## src/rtl/regfile_rr_arbiter_if.sv

```systemverilog
// Requester command/response bus and register-file access bus used by regfile_rr_arbiter.
interface regfile_rr_arbiter_if #(parameter int AW = 5);
    logic          req;
    logic [AW-1:0] addr;
    logic [1:0]    size;
    logic          write;
    logic [31:0]   wdata;
    logic          ack;
    logic [31:0]   rdata;
    logic          err;

    modport master (output req, addr, size, write, wdata, input ack, rdata, err);
    modport slave  (input req, addr, size, write, wdata, output ack, rdata, err);
endinterface

interface regfile_rr_arbiter_rf_if #(parameter int AW = 5);
    logic          en;
    logic [AW-1:0] addr;
    logic [1:0]    size;
    logic          we;
    logic          re;
    logic [31:0]   wd_data;
    logic [31:0]   rd_data;
    logic          done;
    logic          check;

    modport master (output en, addr, size, we, re, wd_data, input rd_data, done, check);
    modport slave  (input en, addr, size, we, re, wd_data, output rd_data, done, check);
endinterface

```

## src/rtl/regfile_rr_arbiter.sv

```systemverilog
// Two-requester round-robin arbiter sequencing single accesses into the byte-addressed
// register file, with registered response, one-cycle ack and bounded wait on rf done.
module regfile_rr_arbiter_lane #(
    parameter logic LANE_ID = 1'b0
) (
    input  logic        rsp_vld,
    input  logic        rsp_id,
    input  logic [31:0] rsp_rdata,
    input  logic        rsp_err,
    output logic        ack,
    output logic [31:0] rdata,
    output logic        err
);
    // Response fields are gated so a non-acked requester always sees zeros.
    assign ack   = rsp_vld && (rsp_id == LANE_ID);
    assign rdata = ack ? rsp_rdata : 32'd0;
    assign err   = ack && rsp_err;
endmodule

module regfile_rr_arbiter #(
    parameter  int REG_DEPTH = 32,
    parameter  int TIMEOUT   = 16,
    localparam int AW        = $clog2(REG_DEPTH)
) (
    input  logic                     clk,
    input  logic                     rst,
    regfile_rr_arbiter_if.slave      m0,
    regfile_rr_arbiter_if.slave      m1,
    regfile_rr_arbiter_rf_if.master  rf
);
    localparam int NUM_REQ = 2;
    localparam int CW      = (TIMEOUT > 0) ? $clog2(TIMEOUT + 1) : 1;

    typedef enum logic [1:0] {IDLE, ACCESS, RESP} state_t;

    state_t state, state_nxt;

    logic [NUM_REQ-1:0]          req_v;
    logic [NUM_REQ-1:0][AW-1:0]  addr_v;
    logic [NUM_REQ-1:0][1:0]     size_v;
    logic [NUM_REQ-1:0]          write_v;
    logic [NUM_REQ-1:0][31:0]    wdata_v;
    logic [NUM_REQ-1:0]          ack_v;
    logic [NUM_REQ-1:0][31:0]    rdata_v;
    logic [NUM_REQ-1:0]          err_v;

    logic          win;
    logic          rr_last;
    logic          cmd_id;
    logic [AW-1:0] cmd_addr;
    logic [1:0]    cmd_size;
    logic          cmd_write;
    logic [31:0]   cmd_wdata;
    logic [CW-1:0] wait_cnt;
    logic          timeout_hit;
    logic          rsp_vld;
    logic [31:0]   rsp_rdata;
    logic          rsp_err;

    assign req_v   = {m1.req,   m0.req};
    assign addr_v  = {m1.addr,  m0.addr};
    assign size_v  = {m1.size,  m0.size};
    assign write_v = {m1.write, m0.write};
    assign wdata_v = {m1.wdata, m0.wdata};

    // On a tie the requester that did not win last time goes first.
    assign win         = (req_v[0] && req_v[1]) ? ~rr_last : req_v[1];
    assign timeout_hit = (TIMEOUT != 0) && (wait_cnt == CW'(TIMEOUT - 1));

    always_ff @(posedge clk or posedge rst) begin
        if (rst) state <= IDLE;
        else     state <= state_nxt;
    end

    always_comb begin
        state_nxt = state;
        case (state)
            IDLE:    if (|req_v) state_nxt = (size_v[win] == 2'b11) ? RESP : ACCESS;
            ACCESS:  if (rf.done || timeout_hit) state_nxt = RESP;
            RESP:    state_nxt = IDLE;
            default: state_nxt = IDLE;
        endcase
    end

    always_ff @(posedge clk or posedge rst) begin
        if (rst) begin
            rr_last   <= 1'b1;
            cmd_id    <= 1'b0;
            cmd_addr  <= '0;
            cmd_size  <= '0;
            cmd_write <= 1'b0;
            cmd_wdata <= '0;
            wait_cnt  <= '0;
            rsp_rdata <= '0;
            rsp_err   <= 1'b0;
        end else begin
            case (state)
                IDLE: if (|req_v) begin
                    cmd_id    <= win;
                    rr_last   <= win;
                    cmd_addr  <= addr_v[win];
                    cmd_size  <= size_v[win];
                    cmd_write <= write_v[win];
                    cmd_wdata <= wdata_v[win];
                    rsp_rdata <= '0;
                    rsp_err   <= (size_v[win] == 2'b11);
                end
                ACCESS: begin
                    if (rf.done) begin
                        rsp_err   <= rf.check;
                        rsp_rdata <= (cmd_write || rf.check) ? 32'd0 : rf.rd_data;
                        wait_cnt  <= '0;
                    end else if (timeout_hit) begin
                        rsp_err   <= 1'b1;
                        rsp_rdata <= '0;
                        wait_cnt  <= '0;
                    end else begin
                        wait_cnt  <= wait_cnt + 1'b1;
                    end
                end
                default: ;
            endcase
        end
    end

    always_comb begin
        rf.en      = 1'b0;
        rf.we      = 1'b0;
        rf.re      = 1'b0;
        rf.addr    = '0;
        rf.size    = '0;
        rf.wd_data = '0;
        rsp_vld    = (state == RESP);
        if (state == ACCESS) begin
            rf.en      = 1'b1;
            rf.we      = cmd_write;
            rf.re      = !cmd_write;
            rf.addr    = cmd_addr;
            rf.size    = cmd_size;
            rf.wd_data = cmd_wdata;
        end
    end

    for (genvar i = 0; i < NUM_REQ; i++) begin : g_lane
        regfile_rr_arbiter_lane #(.LANE_ID(1'(i))) u_lane (
            .rsp_vld   (rsp_vld),
            .rsp_id    (cmd_id),
            .rsp_rdata (rsp_rdata),
            .rsp_err   (rsp_err),
            .ack       (ack_v[i]),
            .rdata     (rdata_v[i]),
            .err       (err_v[i])
        );
    end

    assign m0.ack   = ack_v[0];
    assign m0.rdata = rdata_v[0];
    assign m0.err   = err_v[0];
    assign m1.ack   = ack_v[1];
    assign m1.rdata = rdata_v[1];
    assign m1.err   = err_v[1];
endmodule

```

## src/flat_wrapper.sv

```systemverilog
// flat-port wrapper written by rule: the top's interface ports become plain ports
module regfile_rr_arbiter_flat 
#(
    parameter  int REG_DEPTH = 32,
    parameter  int TIMEOUT   = 16,
    localparam int AW        = $clog2(REG_DEPTH)
)
  (clk, rst, m0_req, m0_addr, m0_size, m0_write, m0_wdata, m0_ack, m0_rdata, m0_err, m1_req, m1_addr, m1_size, m1_write, m1_wdata, m1_ack, m1_rdata, m1_err, rf_en, rf_addr, rf_size, rf_we, rf_re, rf_wd_data, rf_rd_data, rf_done, rf_check);
  regfile_rr_arbiter_if #(.AW((5))) m0_i ();
  regfile_rr_arbiter_if #(.AW((5))) m1_i ();
  regfile_rr_arbiter_rf_if #(.AW((5))) rf_i ();
  input  logic clk;
  input  logic rst;
  input wire logic [$bits(m0_i.req)-1:0] m0_req;
  input wire logic [$bits(m0_i.addr)-1:0] m0_addr;
  input wire logic [$bits(m0_i.size)-1:0] m0_size;
  input wire logic [$bits(m0_i.write)-1:0] m0_write;
  input wire logic [$bits(m0_i.wdata)-1:0] m0_wdata;
  output wire logic [$bits(m0_i.ack)-1:0] m0_ack;
  output wire logic [$bits(m0_i.rdata)-1:0] m0_rdata;
  output wire logic [$bits(m0_i.err)-1:0] m0_err;
  input wire logic [$bits(m1_i.req)-1:0] m1_req;
  input wire logic [$bits(m1_i.addr)-1:0] m1_addr;
  input wire logic [$bits(m1_i.size)-1:0] m1_size;
  input wire logic [$bits(m1_i.write)-1:0] m1_write;
  input wire logic [$bits(m1_i.wdata)-1:0] m1_wdata;
  output wire logic [$bits(m1_i.ack)-1:0] m1_ack;
  output wire logic [$bits(m1_i.rdata)-1:0] m1_rdata;
  output wire logic [$bits(m1_i.err)-1:0] m1_err;
  output wire logic [$bits(rf_i.en)-1:0] rf_en;
  output wire logic [$bits(rf_i.addr)-1:0] rf_addr;
  output wire logic [$bits(rf_i.size)-1:0] rf_size;
  output wire logic [$bits(rf_i.we)-1:0] rf_we;
  output wire logic [$bits(rf_i.re)-1:0] rf_re;
  output wire logic [$bits(rf_i.wd_data)-1:0] rf_wd_data;
  input wire logic [$bits(rf_i.rd_data)-1:0] rf_rd_data;
  input wire logic [$bits(rf_i.done)-1:0] rf_done;
  input wire logic [$bits(rf_i.check)-1:0] rf_check;
  assign m0_i.req = m0_req;
  assign m0_i.addr = m0_addr;
  assign m0_i.size = m0_size;
  assign m0_i.write = m0_write;
  assign m0_i.wdata = m0_wdata;
  assign m0_ack = m0_i.ack;
  assign m0_rdata = m0_i.rdata;
  assign m0_err = m0_i.err;
  assign m1_i.req = m1_req;
  assign m1_i.addr = m1_addr;
  assign m1_i.size = m1_size;
  assign m1_i.write = m1_write;
  assign m1_i.wdata = m1_wdata;
  assign m1_ack = m1_i.ack;
  assign m1_rdata = m1_i.rdata;
  assign m1_err = m1_i.err;
  assign rf_en = rf_i.en;
  assign rf_addr = rf_i.addr;
  assign rf_size = rf_i.size;
  assign rf_we = rf_i.we;
  assign rf_re = rf_i.re;
  assign rf_wd_data = rf_i.wd_data;
  assign rf_i.rd_data = rf_rd_data;
  assign rf_i.done = rf_done;
  assign rf_i.check = rf_check;
  regfile_rr_arbiter #(.REG_DEPTH(REG_DEPTH), .TIMEOUT(TIMEOUT)) u_core (.clk(clk), .rst(rst), .m0(m0_i), .m1(m1_i), .rf(rf_i));
endmodule
```

## config.mk

```make
export PLATFORM = sky130hd
export DESIGN_NAME = regfile_rr_arbiter_flat
export DESIGN_NICKNAME = d
export VERILOG_FILES = /design/src/rtl/regfile_rr_arbiter_if.sv /design/src/rtl/regfile_rr_arbiter.sv /design/src/flat_wrapper.sv
export SDC_FILE = /design/constraint.sdc
export NUM_CORES = 1
export LEC_CHECK = 0
export ABC_CLOCK_PERIOD_IN_PS = 2700
export CORE_MARGIN = 2
export CORE_UTILIZATION = 36
export CTS_CLUSTER_SIZE = 14
export DETAILED_ROUTE_END_ITERATION = 10
export PLACE_DENSITY_LB_ADDON = 0.2
export SETUP_SLACK_MARGIN = 0.4
export SLEW_MARGIN = 10
export SYNTH_ARGS = -nofsm -noshare
export SYNTH_HDL_FRONTEND = slang
export SYNTH_SLANG_ARGS = --single-unit
```

## constraint.sdc

```tcl
create_clock -name clk -period 2.7 [get_ports clk]
set_input_delay 0.54 -clock clk [delete_from_list [all_inputs] [get_ports clk]]
set_output_delay 0.54 -clock clk [all_outputs]
set_load 0.05 [all_outputs]
```

==> impl_metrics.ini, run 1 <==
[clocking]
clkLatencyLatePin_ps = 330
holdBufCountCts = 0
path_clk_slew_ps = 60
cts_tree = built
clock-sinks = 82
cts.path.max_buffers = 2
clock-root-buffer = clkbuf_16
h-tree-depth = 3
cts_buffers = 9

[floorplanning]
core_area_sq_um = 12010
die_x_microns = 114.9
initial_utilization_pct = 36.89
ios = 228
rows = 40
die_h_microns = 114.9
dieArea_sq_um = 13210

[synthesis]
synth.top_cell.area_share_pct = 45.75
synth_edf_count = 0
synth.avg_cell_area_sq_um = 10.35
syn_inst = 428
synthDominantAreaCellType = dfrtp_1
ys_warn_count = 0
syn_nets = 547
netlist_area_sq_um = 4430
yosys.area_share.xor_xnor_pct = 0
synthMuxAreaShare_pct = 9.263
synth_top_family_by_area = compound AO/OA/AOI/OAI gates
synth.area.top_cells = dfrtp_1 46%, and2_1 15%, mux2i_1 9.3%
yosys.cell_types.count = 40
synth-main-ff-cell = dfrtp_1
yosys_register_bits = 82
yosys.area_share.adder_pct = 0.2824
async_reset_ff_share_pct = 100.0
synth_compound_area_share_pct = 19.03
ys_seq_area_share_pct = 46.34
synthSimpleGateAreaFrac_pct = 18.86

[final_layout]
final_cells = 792
post-route-util_pct = 64.57
drive_above_1_share_pct = 23.41
multi_input_area_sq_um = 2130
n_fill_cell = 1008
diodes = 0
final_cell_mix = 117 x clkdlybuf4s50_1, 106 x and2_1, 79 x dfrtp_1
seq_area_sq_um = 2056
layout_commonest_cell = clkdlybuf4s50_1
num-nets-final = 759
area_growth_pct = 75.06

[critical_path]
cpMaxStageDelayCell = dfrtp_2
path_cells = nor3b_4 > clkbuf_4 > and2_1 > buf_12
crit_arrival_ps = 1710
r2r_slack_ps = 860
crit_type = flip-flop to primary output
cp_slowest_stage_delay_ps = 470
cp_data_required_time_ps = 2160
ff2ff_path_depth = 3
crit_fanout = 8
reg2reg_from = u_core.state[0]
start_kind = flip-flop
endpoint_kind = primary output
worstReg2RegEnd = u_core.cmd_addr[2]

[power_and_ir_drop]
p_sw_uw = 2753
pwr-share-clk_pct = 21.7
p_int_uw = 3828
combPwrFrac_pct = 48.6
vdd_drop_max_uv = 547.4
p_leak_uw = 0.003350
p_per_area_nw_per_um2 = 848.5
p_sw_share_pct = 41.83
seq_power_share_pct = 29.6

[sta]
fin_crit_sh_pct = 83.22
tns_ps = 0
rsz0062_at_grt = true
fin_crit_ps = 2247
worst-slew-pin-transition_ps = 1187
setup_slack_ps = 453.1
clock.fmax_mhz = 445.1
hold_slack_ps = 494.4
finalSetupViolations = 0
clock_skew_ps = 4.555
hold_viol = 0
report.final.slew_viol_count = 0
slew_headroom_pct = 20.88

[grt]
antenna_found_initial = 0
grt_max_degree = 83
grt_overflow = 0
grt_pass1_vias = 4134
grt_use_total_pct = 20.40
grt_pass1_wl_microns = 21330

[hold_path]
whs_endpoint = u_core.wait_cnt[1]
hold_depth = 2
holdCritStartpoint = u_core.wait_cnt[1]
hp-class = flip-flop to flip-flop

[routing]
drt_first_pass_iters = 5
drtIter0Drc = 236
wirelength_microns = 13560
viasPerCell = 5.148
ant_nets = 0
num_vias = 4077
routedWlPerCell_microns = 17.12
post-route-drc-count = 0

[place]
dpl.cell_count = 773
dp_hpwl_microns = 9483
port-buffer-count = 227
pre_cts_slack_ps = 338.9
gp_congestion = 0.7657

[job]
cap_violations = 0

[status]
status = completed
-- cells in the mapped netlist, drive strengths merged, types with 2 or more instances --
cell	instances
a32o	32
dfrtp	81
clkbuf	21
a22o	2
inv	2
buf	19
nor3	2
nor2	5
o21ai	86
mux2i	41
nand2	8
a31oi	2
nor3b	3
and2	106
-- metrics by stage --
| stage | power [uW] | instance area (sq um) |
|---|---|---|
| 2_1_floorplan | 4099 | 4438 |
| 6_report | 6581 | 7756 |
| 3_5_place_dp | 5117 | 7347 |
| 4_1_cts | 6582 | 7714 |
| 5_1_grt | 6965 | 7756 |
| 3_3_place_gp | 5040 | 7347 |
-- kinds of logic after synthesis --
family          count (synthesis)
compound gates                129
fa+ha+maj                       1
buf+inv                        42
flops                          82
mux                            41
simple gates                  133
-- layer usage --
metal,track usage [%],up-vias,share of wire (%)
li1,-,1956,-
met3,4.744,11,6.9
met4,5.221,0,1.2
met2,34.31,183,49
met1,26.63,1927,43
met5,0,-,0
-- power by group through the flow --
stage          combinational, uW  sequential (uW)  clock, uW
2_1_floorplan               2240             1860          0
3_3_place_gp                3100             1930          0
3_5_place_dp                3150             1970          0
4_1_cts                     3170             1950       1460
5_1_grt                     3430             2010       1520
6_report                    3200             1950       1430
-- sequential cells by signal, indices dropped and copies added, names as in the netlist --
signal	flops
u_core.cmd_addr	5
u_core.cmd_id	1
u_core.cmd_size	2
u_core.cmd_wdata	32
u_core.cmd_write	1
u_core.rr_last	1
u_core.rsp_err	1
u_core.rsp_rdata	32
u_core.state	2
u_core.wait_cnt	5
-- critical path: cells and delay by family, from the launching register on --
kind	cells	cell delay, ps
flops	1	470
buf+inv	2	410
simple gates	2	500
-- what timing repair did --
action | 4_1_cts | 5_1_grt
setup buffers | 0 | 1
pin swaps | 0 | 1
setup endpoints to repair | 108 | 59
gates resized for setup | 7 | 8
gates cloned | 0 | 2
-- how the worst max path moves through the flow --
stage | from | end | slack [ps]
floorplan | u_core.state[0] | m0_rdata[22] | 530
global placement | m1_req | u_core.rsp_err | 460
finish | u_core.state[0] | m0_rdata[21] | 450
global route | u_core.state[0] | m0_rdata[0] | 380
CTS | u_core.state[0] | m0_rdata[0] | 410
detailed placement | m1_req | u_core.rsp_err | 340
-- area by class of cell --
class | count | share of cell area (%)
multi-input cells | 304 | 27.46
well taps | 147 | 2.371
clock buffers | 11 | 3.259
inverters | 2 | 0.1774
flip-flops and latches | 82 | 26.50
repair buffers | 241 | 38.94
clock inverters | 5 | 1.291
Power figures use the tool's default switching activity.
==> inputs of run 2 (changes only) <==
ABC_CLOCK_PERIOD_IN_PS = 1900   (was 2700)
clock period = 1.9 ns   (was 2.7 ns; I/O delays follow)
==> impl_metrics.ini, run 2 (synthesis results as in run 1) <==
[sta]
fin_crit_ps = 1975
hold_slack_ps = 428.1
worst-slew-pin-transition_ps = 642.2
clock.fmax_mhz = 506.3
report.final.slew_viol_count = 0
clock_skew_ps = 6.741
rsz0062_at_grt = true
slew_headroom_pct = 57.14
hold_viol = 0
setup_slack_ps = -75.29
fin_crit_sh_pct = 104.0
finalSetupViolations = 93

[critical_path]
crit_fanout = 17
endpoint_kind = primary output
ff2ff_path_depth = 8
crit_type = flip-flop to primary output
r2r_slack_ps = 240
crit_arrival_ps = 1600
cp_data_required_time_ps = 1520
start_kind = flip-flop

[status]
violations = setup timing
status = complete, but fails checks

[final_layout]
diodes = 0
largestRegisters = u_core.cmd_wdata: 32 flops, u_core.rsp_rdata: 32 flops
design_area_sq_um = 8886
num-nets-final = 782
area_growth_pct = 100.6
final_cell_mix = 122 x buf_12, 115 x clkdlybuf4s50_1, 101 x and2_4
post-route-util_pct = 73.98
drive_above_1_share_pct = 42.86
final_cells = 812
n_fill_cell = 821
layout_commonest_cell = buf_12

[power_and_ir_drop]
combPwrFrac_pct = 58.5
p_sw_uw = 4526
vdd_drop_max_uv = 989.6
seq_power_share_pct = 25.5
p_per_area_nw_per_um2 = 1258
p_leak_uw = 0.003785
p_sw_share_pct = 40.48
p_int_uw = 6655
pwr-share-clk_pct = 16.0

[routing]
viasPerCell = 5.282
wl_met3_microns = 1262
routedWlPerCell_microns = 18.81
drtIter0Drc = 167
top_layer = met4
wirelength_microns = 15270
ant_nets = 0
drt_first_pass_iters = 5
post-route-drc-count = 0
wl_met1_microns = 5837
num_vias = 4289
met2_length_microns = 7934

[floorplanning]
dieArea_sq_um = 13210
rows = 40
die_x_microns = 114.9
ios = 228
core_area_sq_um = 12010
die_h_microns = 114.9
initial_utilization_pct = 36.89

[place]
dpl.cell_count = 779
dp_hpwl_microns = 10430
gp_congestion = 0.7486
port-buffer-count = 227
dpl-instance-area_sq_um = 8253
pre_cts_slack_ps = -8.906

[job]
cap_violations = 0

[grt]
grt_overflow = 0
grt_use_total_pct = 22.93
grt_pass1_vias = 4435
grt_max_degree = 41
grt_pass1_wl_microns = 23490
antenna_found_initial = 0

[clocking]
h-tree-depth = 3
cts_buffers = 9
clkLatencyLatePin_ps = 330
clock-sinks = 82
cts_tree = built
path_clk_slew_ps = 60
holdBufCountCts = 0
clock-root-buffer = clkbuf_16
cts.path.max_buffers = 2

[hold_path]
hp-class = primary input to asynchronous set/reset pin
==> run 2: changes by cell type in the layout (fill, tap and decap cells not counted), moves of 2 or more <==
| cell | before | now |
|---|---|---|
| and2_1 | 106 | 0 |
| and2_4 | 0 | 101 |
| buf_12 | 72 | 122 |
| buf_4 | 46 | 13 |
| o21ai_0 | 43 | 20 |
| o21ai_1 | 41 | 62 |
| and2_2 | 0 | 5 |
| buf_6 | 2 | 4 |
| clkbuf_16 | 9 | 11 |
| clkbuf_8 | 2 | 0 |
| clkdlybuf4s50_1 | 117 | 115 |
| inv_12 | 0 | 2 |
| nor2_4 | 0 | 2 |
| o21ai_2 | 1 | 3 |
==> run 2: final timing paths <==
kind / start / endpoint
min in group clk: u_core.cmd_addr[1] / u_core.cmd_addr[1]
worst min register to register: u_core.cmd_addr[1] / u_core.cmd_addr[1]
max in group asynchronous: rst / u_core.cmd_wdata[0]
worst max-delay path: u_core.state[0] / m1_err
worst min-delay path: rst / u_core.rsp_err
worst max register to register: u_core.state[0] / u_core.rsp_rdata[29]
==> run 2: area by class of cell <==
| class | count | area [sq um] | share of cell area (%) |
|---|---|---|---|
| Multi-Input combinational cell | 304 | 2425 | 27.29 |
| Sequential cell | 82 | 2056 | 23.13 |
| Timing Repair Buffer | 260 | 3846 | 43.28 |
| Clock inverter | 4 | 70.07 | 0.7885 |
| Tap cell | 147 | 183.9 | 2.070 |
| Inverter | 2 | 27.53 | 0.3098 |
| Timing Repair inverter | 4 | 52.55 | 0.5914 |
| Clock buffer | 9 | 225.2 | 2.534 |
==> run 2: what timing repair did <==
action | 4_1_cts | 5_1_grt
endpoints found under the setup margin | 170 | 161
pin swaps | 14 | 11
resized for setup | 26 | 43
cloned | 5 | 2
setup buffers | 11 | 2
==> run 2: layer usage <==
layer	track usage, %	vias up
li1	-	1984
met1	26.10	2088
met2	41.57	200
met3	6.537	17
met4	7.068	0
met5	0	-
==> run 2: power by group through the flow <==
stage | Combinational, uW | Sequential, uW | Clock, uW
after floorplan | 3670 | 2690 | 0
after global placement | 5740 | 2800 | 0
after detailed placement | 5860 | 2860 | 0
after CTS | 6430 | 2820 | 1820
after global routing | 6890 | 2930 | 1910
final | 6540 | 2850 | 1790
==> run 2: critical path, stage by stage (launching register included) <==
cell and delay (ps):
dfrtp_2 440, and3b_2 330, buf_12 170, and2_2 180, buf_12 130
==> run 2: metrics by stage <==
stage,power [uW],TNS (ps)
after floorplan,6358,0
after global placement,8547,0
after detailed placement,8722,-10.18
after CTS,11080,-3543
after global routing,11740,-9196
final,11180,-3546
